[src/rtl/plab5_mcore_mem_addr_arbiter_if.sv]
// ---------------------------------------------------------------------------
// plab5_mcore_mem_addr_arbiter_if
//
// One requester-side port of the memory address arbiter: a request channel
// flowing toward the arbiter and a response channel flowing back.
//
// Signals
//   req_control     request message minus its data field
//   req_data        request data
//   req_sec_level   request security level (1 = secure)
//   req_val/rdy     request handshake
//   resp_control    response message minus its data field
//   resp_data       response data
//   resp_sec_level  response security level
//   resp_insecure   response was faked because access was denied
//   resp_val/rdy    response handshake
//
// Modports
//   master  the requester (core / NoC side)
//   slave   the arbiter
// ---------------------------------------------------------------------------
interface plab5_mcore_mem_addr_arbiter_if #(
    parameter int p_req_cnbits  = 45,
    parameter int p_resp_cnbits = 13,
    parameter int p_data_nbits  = 32
);
    logic [p_req_cnbits-1:0]  req_control;
    logic [p_data_nbits-1:0]  req_data;
    logic                     req_sec_level;
    logic                     req_val;
    logic                     req_rdy;

    logic [p_resp_cnbits-1:0] resp_control;
    logic [p_data_nbits-1:0]  resp_data;
    logic                     resp_sec_level;
    logic                     resp_insecure;
    logic                     resp_val;
    logic                     resp_rdy;

    modport master (
        output req_control, req_data, req_sec_level, req_val,
        input  req_rdy,
        input  resp_control, resp_data, resp_sec_level, resp_insecure, resp_val,
        output resp_rdy
    );

    modport slave (
        input  req_control, req_data, req_sec_level, req_val,
        output req_rdy,
        output resp_control, resp_data, resp_sec_level, resp_insecure, resp_val,
        input  resp_rdy
    );
endinterface

[src/rtl/plab5_mcore_mem_addr_arbiter.sv]
// ---------------------------------------------------------------------------
// plab5_mcore_mem_addr_arbiter
//
// Shares one memory address-space controller between two requesters. Only
// one transaction is outstanding at a time; requesters are served
// round-robin. Partition-register updates are serialised so the controller
// only ever sees ctrl_par_en while it is idle.
//
// Handshake semantics (every val/rdy pair in this block): a transfer happens
// on the rising clock edge where val and rdy are both 1. A producer that has
// raised val keeps val and its payload stable until that edge. rdy may depend
// combinationally on val; val never depends on rdy.
//
// Ports
//   clk, reset          clock, synchronous active-low reset
//   port0, port1        requester ports (request in, response out)
//   cfg_par_*           partition update request from configuration logic
//   ctrl_req_*          request toward the controller (registered)
//   ctrl_resp_*         response from the controller
//   ctrl_insecure       controller faked the response (access denied)
//   ctrl_par_en/addr    partition register write toward the controller
//   insec_cnt           saturating count of insecure responses delivered
//   dbg_state           current FSM state (0 IDLE, 1 ISSUE, 2 WAIT,
//                       3 CFG, 4 CFG_HOLD)
// ---------------------------------------------------------------------------
module plab5_mcore_mem_addr_arbiter #(
    parameter int  p_opaque_nbits = 8,
    parameter int  p_addr_nbits   = 32,
    parameter int  p_data_nbits   = 32,
    parameter int  p_cnt_nbits    = 8,
    // Mem message layout: type(3) opaque addr len data / type(3) opaque len data
    localparam int c_len_nbits    = $clog2(p_data_nbits / 8),
    localparam int req_cnbits     = 3 + p_opaque_nbits + p_addr_nbits + c_len_nbits,
    localparam int resp_cnbits    = 3 + p_opaque_nbits + c_len_nbits
) (
    input  logic                       clk,
    input  logic                       reset,

    plab5_mcore_mem_addr_arbiter_if.slave port0,
    plab5_mcore_mem_addr_arbiter_if.slave port1,

    input  logic                       cfg_par_val,
    input  logic [p_addr_nbits-1:0]    cfg_par_addr,
    input  logic                       cfg_par_sec,
    output logic                       cfg_par_rdy,
    output logic                       cfg_par_err,

    output logic [req_cnbits-1:0]      ctrl_req_control,
    output logic [p_data_nbits-1:0]    ctrl_req_data,
    output logic                       ctrl_req_val,
    input  logic                       ctrl_req_rdy,
    output logic                       ctrl_req_sec_level,

    input  logic [resp_cnbits-1:0]     ctrl_resp_control,
    input  logic [p_data_nbits-1:0]    ctrl_resp_data,
    input  logic                       ctrl_resp_val,
    output logic                       ctrl_resp_rdy,
    input  logic                       ctrl_resp_sec_level,
    input  logic                       ctrl_insecure,

    output logic                       ctrl_par_en,
    output logic [p_addr_nbits-1:0]    ctrl_par_addr,

    output logic [p_cnt_nbits-1:0]     insec_cnt,
    output logic [2:0]                 dbg_state
);

    typedef enum logic [2:0] {
        S_IDLE     = 3'd0,
        S_ISSUE    = 3'd1,
        S_WAIT     = 3'd2,
        S_CFG      = 3'd3,
        S_CFG_HOLD = 3'd4
    } state_t;

    state_t                  state_q;
    logic                    rr_q;       // 0: port0 wins a tie, 1: port1 wins
    logic                    grant_q;    // requester owning the current transaction
    logic [p_cnt_nbits-1:0]  insec_cnt_q;
    logic [req_cnbits-1:0]   req_control_q;
    logic [p_data_nbits-1:0] req_data_q;
    logic                    req_sec_q;
    logic                    req_val_q;
    logic                    par_en_q;
    logic [p_addr_nbits-1:0] par_addr_q;

    // -----------------------------------------------------------------------
    // Combinational handshake decode. Everything is gated with reset so no
    // rdy/val/err escapes while reset is held low.
    // -----------------------------------------------------------------------
    logic idle;
    logic in_wait;
    logic any_req;
    logic pick1;
    logic req_fire;
    logic sel0;
    logic sel1;
    logic resp_done;

    assign idle     = reset && (state_q == S_IDLE);
    assign in_wait  = reset && (state_q == S_WAIT);
    assign any_req  = port0.req_val || port1.req_val;

    // port1 wins if it is the only one asking, or both ask and it is its turn
    assign pick1    = port1.req_val && (!port0.req_val || rr_q);

    // A configuration request (secure or not) blocks request grants that cycle
    assign req_fire = idle && !cfg_par_val && any_req;

    assign port0.req_rdy = req_fire && !pick1;
    assign port1.req_rdy = req_fire &&  pick1;

    assign cfg_par_rdy   = idle && cfg_par_val;
    assign cfg_par_err   = idle && cfg_par_val && !cfg_par_sec;

    // Response path is a straight wire to the granted port during WAIT
    assign sel0 = in_wait && !grant_q;
    assign sel1 = in_wait &&  grant_q;

    assign port0.resp_val       = sel0 && ctrl_resp_val;
    assign port0.resp_control   = sel0 ? ctrl_resp_control : '0;
    assign port0.resp_data      = sel0 ? ctrl_resp_data    : '0;
    assign port0.resp_sec_level = sel0 && ctrl_resp_sec_level;
    assign port0.resp_insecure  = sel0 && ctrl_insecure;

    assign port1.resp_val       = sel1 && ctrl_resp_val;
    assign port1.resp_control   = sel1 ? ctrl_resp_control : '0;
    assign port1.resp_data      = sel1 ? ctrl_resp_data    : '0;
    assign port1.resp_sec_level = sel1 && ctrl_resp_sec_level;
    assign port1.resp_insecure  = sel1 && ctrl_insecure;

    assign ctrl_resp_rdy = (sel0 && port0.resp_rdy) || (sel1 && port1.resp_rdy);
    assign resp_done     = ctrl_resp_val && ctrl_resp_rdy;

    // -----------------------------------------------------------------------
    // FSM with registered controller-side outputs
    // -----------------------------------------------------------------------
    always_ff @(posedge clk) begin
        if (!reset) begin
            state_q       <= S_IDLE;
            rr_q          <= 1'b0;
            grant_q       <= 1'b0;
            insec_cnt_q   <= '0;
            req_control_q <= '0;
            req_data_q    <= '0;
            req_sec_q     <= 1'b0;
            req_val_q     <= 1'b0;
            par_en_q      <= 1'b0;
            par_addr_q    <= '0;
        end else begin
            case (state_q)
                S_IDLE: begin
                    if (cfg_par_val) begin
                        // Rejected updates just pulse cfg_par_err and stay here
                        if (cfg_par_sec) begin
                            par_addr_q <= cfg_par_addr;
                            par_en_q   <= 1'b1;
                            state_q    <= S_CFG;
                        end
                    end else if (any_req) begin
                        grant_q       <= pick1;
                        req_control_q <= pick1 ? port1.req_control   : port0.req_control;
                        req_data_q    <= pick1 ? port1.req_data      : port0.req_data;
                        req_sec_q     <= pick1 ? port1.req_sec_level : port0.req_sec_level;
                        req_val_q     <= 1'b1;
                        state_q       <= S_ISSUE;
                    end
                end

                S_ISSUE: begin
                    if (ctrl_req_rdy) begin
                        req_val_q <= 1'b0;
                        state_q   <= S_WAIT;
                    end
                end

                S_WAIT: begin
                    if (resp_done) begin
                        rr_q    <= ~grant_q;
                        state_q <= S_IDLE;
                        if (ctrl_insecure && (insec_cnt_q != '1)) begin
                            insec_cnt_q <= insec_cnt_q + 1'b1;
                        end
                    end
                end

                S_CFG: begin
                    par_en_q <= 1'b0;
                    state_q  <= S_CFG_HOLD;
                end

                // Covers the controller's own partition-change cycle
                S_CFG_HOLD: begin
                    state_q <= S_IDLE;
                end

                default: begin
                    state_q <= S_IDLE;
                end
            endcase
        end
    end

    assign ctrl_req_control   = req_control_q;
    assign ctrl_req_data      = req_data_q;
    assign ctrl_req_val       = req_val_q;
    assign ctrl_req_sec_level = req_sec_q;
    assign ctrl_par_en        = par_en_q;
    assign ctrl_par_addr      = par_addr_q;
    assign insec_cnt          = insec_cnt_q;
    assign dbg_state          = state_q;

endmodule

[src/flat_wrapper.sv]
// flat-port wrapper written by rule: the top's interface ports become plain ports
module plab5_mcore_mem_addr_arbiter_flat 
#(
    parameter int  p_opaque_nbits = 8,
    parameter int  p_addr_nbits   = 32,
    parameter int  p_data_nbits   = 32,
    parameter int  p_cnt_nbits    = 8,
                                                                                 
    localparam int c_len_nbits    = $clog2(p_data_nbits / 8),
    localparam int req_cnbits     = 3 + p_opaque_nbits + p_addr_nbits + c_len_nbits,
    localparam int resp_cnbits    = 3 + p_opaque_nbits + c_len_nbits
)
  (clk, reset, cfg_par_val, cfg_par_addr, cfg_par_sec, cfg_par_rdy, cfg_par_err, ctrl_req_control, ctrl_req_data, ctrl_req_val, ctrl_req_rdy, ctrl_req_sec_level, ctrl_resp_control, ctrl_resp_data, ctrl_resp_val, ctrl_resp_rdy, ctrl_resp_sec_level, ctrl_insecure, ctrl_par_en, ctrl_par_addr, insec_cnt, dbg_state, port0_req_control, port0_req_data, port0_req_sec_level, port0_req_val, port0_req_rdy, port0_resp_control, port0_resp_data, port0_resp_sec_level, port0_resp_insecure, port0_resp_val, port0_resp_rdy, port1_req_control, port1_req_data, port1_req_sec_level, port1_req_val, port1_req_rdy, port1_resp_control, port1_resp_data, port1_resp_sec_level, port1_resp_insecure, port1_resp_val, port1_resp_rdy);
  plab5_mcore_mem_addr_arbiter_if #(.p_req_cnbits((45)), .p_resp_cnbits((13)), .p_data_nbits(p_data_nbits)) port0_i ();
  plab5_mcore_mem_addr_arbiter_if #(.p_req_cnbits((45)), .p_resp_cnbits((13)), .p_data_nbits(p_data_nbits)) port1_i ();
  input  logic clk;
  input  logic reset;
  input  logic cfg_par_val;
  input  logic [p_addr_nbits-1:0] cfg_par_addr;
  input  logic cfg_par_sec;
  output logic cfg_par_rdy;
  output logic cfg_par_err;
  output logic [req_cnbits-1:0] ctrl_req_control;
  output logic [p_data_nbits-1:0] ctrl_req_data;
  output logic ctrl_req_val;
  input  logic ctrl_req_rdy;
  output logic ctrl_req_sec_level;
  input  logic [resp_cnbits-1:0] ctrl_resp_control;
  input  logic [p_data_nbits-1:0] ctrl_resp_data;
  input  logic ctrl_resp_val;
  output logic ctrl_resp_rdy;
  input  logic ctrl_resp_sec_level;
  input  logic ctrl_insecure;
  output logic ctrl_par_en;
  output logic [p_addr_nbits-1:0] ctrl_par_addr;
  output logic [p_cnt_nbits-1:0] insec_cnt;
  output logic [2:0] dbg_state;
  input wire logic [$bits(port0_i.req_control)-1:0] port0_req_control;
  input wire logic [$bits(port0_i.req_data)-1:0] port0_req_data;
  input wire logic [$bits(port0_i.req_sec_level)-1:0] port0_req_sec_level;
  input wire logic [$bits(port0_i.req_val)-1:0] port0_req_val;
  output wire logic [$bits(port0_i.req_rdy)-1:0] port0_req_rdy;
  output wire logic [$bits(port0_i.resp_control)-1:0] port0_resp_control;
  output wire logic [$bits(port0_i.resp_data)-1:0] port0_resp_data;
  output wire logic [$bits(port0_i.resp_sec_level)-1:0] port0_resp_sec_level;
  output wire logic [$bits(port0_i.resp_insecure)-1:0] port0_resp_insecure;
  output wire logic [$bits(port0_i.resp_val)-1:0] port0_resp_val;
  input wire logic [$bits(port0_i.resp_rdy)-1:0] port0_resp_rdy;
  input wire logic [$bits(port1_i.req_control)-1:0] port1_req_control;
  input wire logic [$bits(port1_i.req_data)-1:0] port1_req_data;
  input wire logic [$bits(port1_i.req_sec_level)-1:0] port1_req_sec_level;
  input wire logic [$bits(port1_i.req_val)-1:0] port1_req_val;
  output wire logic [$bits(port1_i.req_rdy)-1:0] port1_req_rdy;
  output wire logic [$bits(port1_i.resp_control)-1:0] port1_resp_control;
  output wire logic [$bits(port1_i.resp_data)-1:0] port1_resp_data;
  output wire logic [$bits(port1_i.resp_sec_level)-1:0] port1_resp_sec_level;
  output wire logic [$bits(port1_i.resp_insecure)-1:0] port1_resp_insecure;
  output wire logic [$bits(port1_i.resp_val)-1:0] port1_resp_val;
  input wire logic [$bits(port1_i.resp_rdy)-1:0] port1_resp_rdy;
  assign port0_i.req_control = port0_req_control;
  assign port0_i.req_data = port0_req_data;
  assign port0_i.req_sec_level = port0_req_sec_level;
  assign port0_i.req_val = port0_req_val;
  assign port0_req_rdy = port0_i.req_rdy;
  assign port0_resp_control = port0_i.resp_control;
  assign port0_resp_data = port0_i.resp_data;
  assign port0_resp_sec_level = port0_i.resp_sec_level;
  assign port0_resp_insecure = port0_i.resp_insecure;
  assign port0_resp_val = port0_i.resp_val;
  assign port0_i.resp_rdy = port0_resp_rdy;
  assign port1_i.req_control = port1_req_control;
  assign port1_i.req_data = port1_req_data;
  assign port1_i.req_sec_level = port1_req_sec_level;
  assign port1_i.req_val = port1_req_val;
  assign port1_req_rdy = port1_i.req_rdy;
  assign port1_resp_control = port1_i.resp_control;
  assign port1_resp_data = port1_i.resp_data;
  assign port1_resp_sec_level = port1_i.resp_sec_level;
  assign port1_resp_insecure = port1_i.resp_insecure;
  assign port1_resp_val = port1_i.resp_val;
  assign port1_i.resp_rdy = port1_resp_rdy;
  plab5_mcore_mem_addr_arbiter #(.p_opaque_nbits(p_opaque_nbits), .p_addr_nbits(p_addr_nbits), .p_data_nbits(p_data_nbits), .p_cnt_nbits(p_cnt_nbits)) u_core (.clk(clk), .reset(reset), .port0(port0_i), .port1(port1_i), .cfg_par_val(cfg_par_val), .cfg_par_addr(cfg_par_addr), .cfg_par_sec(cfg_par_sec), .cfg_par_rdy(cfg_par_rdy), .cfg_par_err(cfg_par_err), .ctrl_req_control(ctrl_req_control), .ctrl_req_data(ctrl_req_data), .ctrl_req_val(ctrl_req_val), .ctrl_req_rdy(ctrl_req_rdy), .ctrl_req_sec_level(ctrl_req_sec_level), .ctrl_resp_control(ctrl_resp_control), .ctrl_resp_data(ctrl_resp_data), .ctrl_resp_val(ctrl_resp_val), .ctrl_resp_rdy(ctrl_resp_rdy), .ctrl_resp_sec_level(ctrl_resp_sec_level), .ctrl_insecure(ctrl_insecure), .ctrl_par_en(ctrl_par_en), .ctrl_par_addr(ctrl_par_addr), .insec_cnt(insec_cnt), .dbg_state(dbg_state));
endmodule
[config.mk]
export PLATFORM = sky130hd
export DESIGN_NAME = plab5_mcore_mem_addr_arbiter_flat
export DESIGN_NICKNAME = d
export VERILOG_FILES = /design/src/rtl/plab5_mcore_mem_addr_arbiter_if.sv /design/src/rtl/plab5_mcore_mem_addr_arbiter.sv /design/src/flat_wrapper.sv
export SDC_FILE = /design/constraint.sdc
export NUM_CORES = 1
export LEC_CHECK = 0
export CAP_MARGIN = 40
export CORE_AREA = 10 10 174 176
export CTS_BUF_LIST = sky130_fd_sc_hd__clkbuf_8 sky130_fd_sc_hd__clkbuf_16
export DETAILED_ROUTE_END_ITERATION = 7
export DIE_AREA = 0 0 184 186
export SLEW_MARGIN = 30
export SYNTH_ARGS = -nofsm -noshare
export SYNTH_HDL_FRONTEND = slang
export SYNTH_SLANG_ARGS = --single-unit
[constraint.sdc]
create_clock -name clk -period 4.4 [get_ports clk]
set_input_delay 0.88 -clock clk [delete_from_list [all_inputs] [get_ports clk]]
set_output_delay 0.88 -clock clk [all_outputs]
set_load 0.02 [all_outputs]
# Word level (Yosys, flattened, before mapping)
# Index checks and enable logic that the tools add are counted.
# W data, S select, Z words.
word_totals:
  reg_bits: 125
  latch_bits: 0
  mem_bits_rw: 0
  rom_bits: 0
  out_inout_bits: 224
  mem_count: 0
op_classes:
  n_addsub: 1
  n_mul: 0
  n_div: 0
  magnitude_cmp: 0
  eq_ne: 12
  shifts: 0
  muxes: 20
  n_bitwise: 2
  reduce_logical: 39
op_table:
  columns: ["cell", "n"]
  rows:
  - ["$mux W32", 3]
  - ["$mux W45", 1]
  - ["$mux W13", 2]
  - ["$logic_and A1 B1 Y1", 21]
  - ["$mux W3", 5]
  - ["$pmux W3 S4", 1]
  - ["$reduce_and A3 Y1", 4]
  - ["$add A8 B1 Y8 const B", 1]
  - ["$ne A2 B2 Y1 const B", 4]
  - ["$ne A8 B8 Y1 const B", 1]
  - ["$reduce_and A4 Y1", 2]
  - ["$eq A3 B2 Y1 const B", 2]
  - ["$mux W1", 6]
  - ["$logic_not A1 Y1", 5]
  - ["$ne A2 B1 Y1 const B", 2]
  - ["$pmux W1 S2", 2]
  - ["$reduce_bool A2 Y1", 2]
  - ["$eq A3 B1 Y1 const B", 1]
  - ["$logic_not A3 Y1", 1]
  - ["$logic_or A1 B1 Y1", 3]
  - ["$ne A3 B2 Y1 const B", 1]
  - ["$ne A3 B3 Y1 const B", 1]
  - ["$not A1 Y1", 2]
  - ["$reduce_and A2 Y1", 1]

# Logic depth before layout (Yosys ltp)
depth:
  depth_word: 8
  mapped_depth: 7

# Least setup slack after synthesis
# Ideal clock, no wire load.
synth_timing:
  path_kind: "input to output"
  from: "input port cfg_par_val"
  to: "output port port1_req_rdy"
  arrival_time_ns: 2.117
  required_ns: 3.520
  setup_slack_ns: 1.403
  stages: 6
  n_path_buf: 3
  cell_sequence: "clkbuf_1 > nor3b_2 > buf_2 > buf_4 > nand2_1 > nor2_1"
synth_between:
  elab_chain_cells: 4
synth_rtl:
  columns: ["item", "line", "rtl"]
  rows:
  - ["from (decl)", "flat_wrapper.sv:18", "input logic cfg_par_val;"]
  - ["$logic_not A1 Y1", "plab5_mcore_mem_addr_arbiter.sv:108", "assign req_fire = idle && !cfg_par_val && any_req;"]
  - ["$logic_and A1 B1 Y1 (2 in series)", "plab5_mcore_mem_addr_arbiter.sv:108", null]
  - ["$logic_and A1 B1 Y1", "plab5_mcore_mem_addr_arbiter.sv:111", "assign port1.req_rdy = req_fire && pick1;"]
  - ["to (decl)", "flat_wrapper.sv:53", "output wire logic [$bits(port1_i.req_rdy)-1:0] port1_req_rdy;"]
# No other way between the ends.

# Final worst setup path
layout_timing:
  from: "input port reset"
  to: "output port port1_resp_data[4]"
layout_between:
  elab_chain_cells: 3
layout_rtl:
  columns: ["item", "line", "rtl"]
  rows:
  - ["from (decl)", "flat_wrapper.sv:17", "input logic reset;"]
  - ["$logic_and A1 B1 Y1", "plab5_mcore_mem_addr_arbiter.sv:101", "assign in_wait = reset && (state_q == S_WAIT);"]
  - ["$logic_and A1 B1 Y1", "plab5_mcore_mem_addr_arbiter.sv:118", "assign sel1 = in_wait && grant_q;"]
  - ["$mux W32", "plab5_mcore_mem_addr_arbiter.sv:128", "assign port1.resp_data = sel1 ? ctrl_resp_data : '0;"]
  - ["to (decl)", "flat_wrapper.sv:55", "output wire logic [$bits(port1_i.resp_data)-1:0] port1_resp_data;"]
# No other way between the ends.

==> run metrics <==
overall routed net length=30300 microns; GR Util All Layers=16.8%; via count normalized by instance count=4.51; achievable frequency=261 MHz; relative slew slack=49.8%; instance area after placement=11000 sq um; core area=26700 sq um; DP HPWL=24100 microns; LEAKAGE=4.79 nW; RePlAce Congestion=0.846; Cell Area, Synth=6080 sq um; horizontal die dimension=184 microns; ANT nets after route=0; Clock Sink Count=125; slowest cell on the critical path=sky130_fd_sc_hd__clkdlybuf4s50_1; number of antenna violations at the first check in global routing=0; FF+latch count, synth=125; final number of setup-violating endpoints=0; number of nets in the layout=1378; clock transition at the register clock pins on the worst setup and hold paths after CTS=0.06 ns; clock period minus worst slack=3.83 ns; Die Outline Area=34200 sq um; GRT overflow=0; Max IR drop VDD=0.206 mV; Hold Crit Start=u_core.ctrl_par_addr[4]; DRC=0; number of optimization iterations in the first detailed-route pass=4; Setup Crit Path Kind=in -> out; clock skew=0.00852 ns; synthesized net count=948; gate count of the mapped netlist=702; clock tree root driver cell=sky130_fd_sc_hd__clkbuf_16; worst reg-to-reg setup slack=1.87 ns; final count of hold timing violations=0; unrepaired setup endpoints after global routing=no; Max Slew Vio Count=0; first-pass GRT wire length=43700 microns; most repeated library cell on the critical path=sky130_fd_sc_hd__clkdlybuf4s50_1; post-layout total power=3.77 mW; count of different cell masters after synthesis=35; CP max FO=63; FF-to-FF Start=u_core.dbg_state[1]; violation count after the first detailed-routing iteration=367; row count=60; CP Launch Type=primary input; number of setup buffers added after CTS=0; fraction of layout cells with a size suffix above 1=6.20%; Area Overhead vs Synth=91.5%; Die Height=186 microns; nature of the critical path endpoint=output pin; Setup crit end=port1_resp_data[4]; count of vias placed by the detailed router=6705; cell-by-cell trace of the critical path=clkdlybuf4s50_1 -> and4bb_2 -> buf_12 -> and3_1 -> clkdlybuf4s50_1; clock tree from TritonCTS=yes; synthesized area per cell=8.66 sq um; Warnings, synthesis=0; Post-CTS Hold Buffers=0; final clock period utilization by the worst path=86.9%; pin count of the biggest net entering global routing=87; largest stage delay on the critical path=0.63 ns; Crit path arrival time=2.95 ns; post-DR wirelength/cell=20.4 microns; setup_tns=0 ns; post-CTS sizing=0; I/O Buffers=468; vias in the first global route=6590; class of the tightest hold or removal check=reg -> reg; length in cells of the worst reg-to-reg path=5; run status=complete, no violations; capture point of the worst reg-to-reg path=u_core.insec_cnt[5]; Worst-Skew Late Latency=0.41 ns; antenna diode count=0; pin slew with the least headroom to its limit=0.754 ns; CTS HTree Levels=4; Starting Density=22.7%; sequential share of the synthesized area=41.2%; number of I/O pins=469; Num CTS Buffers=17; PD cells=324 nW/um^2; worst endpoint required time=3.52 ns; count of maximum capacitance violations=0; buffer depth of the longest clock path=2; Worst Setup SP=reset; post-route standard cell area excluding fillers=11600 sq um
==> critical path, delay by kind of cell <==
kind | cells | cell delay (ns)
AND/OR/NAND/NOR | 2 | 0.66
buffers and inverters | 3 | 1.38
==> layout make-up <==
type                    count  area [sq um]
fillers                  2639         15100
repair buffers            482          4820
multi-input cells         500          3260
flip-flops and latches    125          2500
well taps                 341           427
clock buffers              17           425
clock inverters            15           183
inverters                   6          27.5
==> flip-flops by register name (all words and copies together), names as in the netlist, 3 cells and up <==
| signal | count |
|---|---|
| u_core.insec_cnt | 8 |
| u_core.ctrl_req_data | 32 |
| u_core.ctrl_req_control | 45 |
| u_core.dbg_state | 3 |
| u_core.ctrl_par_addr | 32 |
==> kinds of logic (layout without fill, tap and decap cells) <==
family | count (synthesis) | in the layout | synth area share (%)
compound gates | 136 | 136 | 16.7
fa+ha+maj | 1 | 1 | 0.206
buf+inv | 77 | 520 | 5.56
flops | 125 | 125 | 41.2
mux | 80 | 80 | 13.2
simple gates | 283 | 283 | 23.1
==> routing by layer <==
metal  GRT usage, %  vias up  routed length [microns]
met5              0        -                        0
met4           3.08        0                      192
met3           7.08       12                     2880
met2           28.7      247                    14900
met1           19.3     3073                    12300
li1               -     3373                        -
==> synthesized netlist by cell type <==
master | number | area share, %
sky130_fd_sc_hd__buf_4 | 5 | 0.62
sky130_fd_sc_hd__nand3_1 | 6 | 0.49
sky130_fd_sc_hd__inv_1 | 6 | 0.37
sky130_fd_sc_hd__a21oi_1 | 40 | 3.3
sky130_fd_sc_hd__mux2_2 | 2 | 0.37
sky130_fd_sc_hd__nand2_1 | 70 | 4.3
sky130_fd_sc_hd__o311ai_0 | 1 | 0.14
sky130_fd_sc_hd__a211oi_1 | 58 | 7.2
sky130_fd_sc_hd__nor3_1 | 1 | 0.082
sky130_fd_sc_hd__dfxtp_1 | 125 | 41
sky130_fd_sc_hd__a211oi_2 | 20 | 4.1
sky130_fd_sc_hd__nor3_4 | 1 | 0.27
sky130_fd_sc_hd__o41ai_1 | 2 | 0.29
sky130_fd_sc_hd__nor3b_2 | 1 | 0.21
sky130_fd_sc_hd__and3_1 | 99 | 10
sky130_fd_sc_hd__o211ai_1 | 2 | 0.25
sky130_fd_sc_hd__buf_2 | 24 | 2.0
sky130_fd_sc_hd__or2_2 | 1 | 0.10
sky130_fd_sc_hd__nand2b_1 | 2 | 0.21
sky130_fd_sc_hd__a311oi_1 | 2 | 0.29
sky130_fd_sc_hd__ha_1 | 1 | 0.21
sky130_fd_sc_hd__o21ai_0 | 4 | 0.33
sky130_fd_sc_hd__a31oi_1 | 2 | 0.21
sky130_fd_sc_hd__nand4_2 | 1 | 0.21
sky130_fd_sc_hd__a2111oi_0 | 1 | 0.14
sky130_fd_sc_hd__mux2i_1 | 78 | 13
sky130_fd_sc_hd__o31ai_1 | 4 | 0.49
sky130_fd_sc_hd__nand4_1 | 3 | 0.31
sky130_fd_sc_hd__buf_1 | 1 | 0.062
sky130_fd_sc_hd__nor2_1 | 87 | 5.4
sky130_fd_sc_hd__or4_1 | 5 | 0.62
sky130_fd_sc_hd__and2_1 | 4 | 0.41
sky130_fd_sc_hd__clkbuf_1 | 41 | 2.5
sky130_fd_sc_hd__and4bb_1 | 1 | 0.21
sky130_fd_sc_hd__and4_1 | 1 | 0.14
==> cells in the final DEF (no fill, tap or decap), drive strengths merged, types with 2 or more instances in the layout <==
cell type,synthesis,layout
clkinvlp,0,2
bufinv,0,4
nand4,4,4
o31ai,4,4
dfxtp,125,125
clkinv,0,5
nand2b,2,2
nor2,87,87
mux2i,78,78
and2,4,4
nand3,6,6
clkdlybuf4s50,0,468
nor3,2,2
buf,30,14
a311oi,2,2
a31oi,2,2
o21ai,4,4
nand2,70,70
mux2,2,2
o211ai,2,2
o41ai,2,2
clkbuf,41,17
or4,5,5
a211oi,78,78
inv,6,10
and3,99,99
a21oi,40,40
==> metrics by stage <==
step | std cells | hold slack [ns] | util, % | worst slack, ns
2_1_floorplan | 702 | 0.433 | - | 1.40
3_5_place_dp | 1453 | 0.446 | 41.2 | 0.595
3_3_place_gp | 1453 | 0.441 | 41.2 | 0.605
4_1_cts | 1485 | 0.453 | 43.5 | 0.596
6_report | 1486 | 0.454 | 43.6 | 0.575
5_1_grt | 1486 | 0.479 | 43.6 | 0.477
==> how the worst min path moves through the flow <==
stage                               endpoint  slack (ns)  depth (start not counted)
finish               u_core.ctrl_par_addr[4]        0.45                          2
CTS                 u_core.ctrl_par_addr[30]        0.45                          2
floorplan                        u_core.rr_q        0.43                          2
detailed placement  u_core.ctrl_par_addr[30]        0.45                          2
global placement     u_core.ctrl_par_addr[6]        0.44                          2
global route        u_core.ctrl_par_addr[13]        0.48                          2
==> power breakdown <==
group	switching (mW)	total, mW	internal (mW)
Combinational	0.501	1.03	0.527
Clock	0.517	1.45	0.937
Sequential	0.0566	1.29	1.23
Total	1.08	3.77	2.70
No activity file was read; power rests on OpenSTA's default activity.
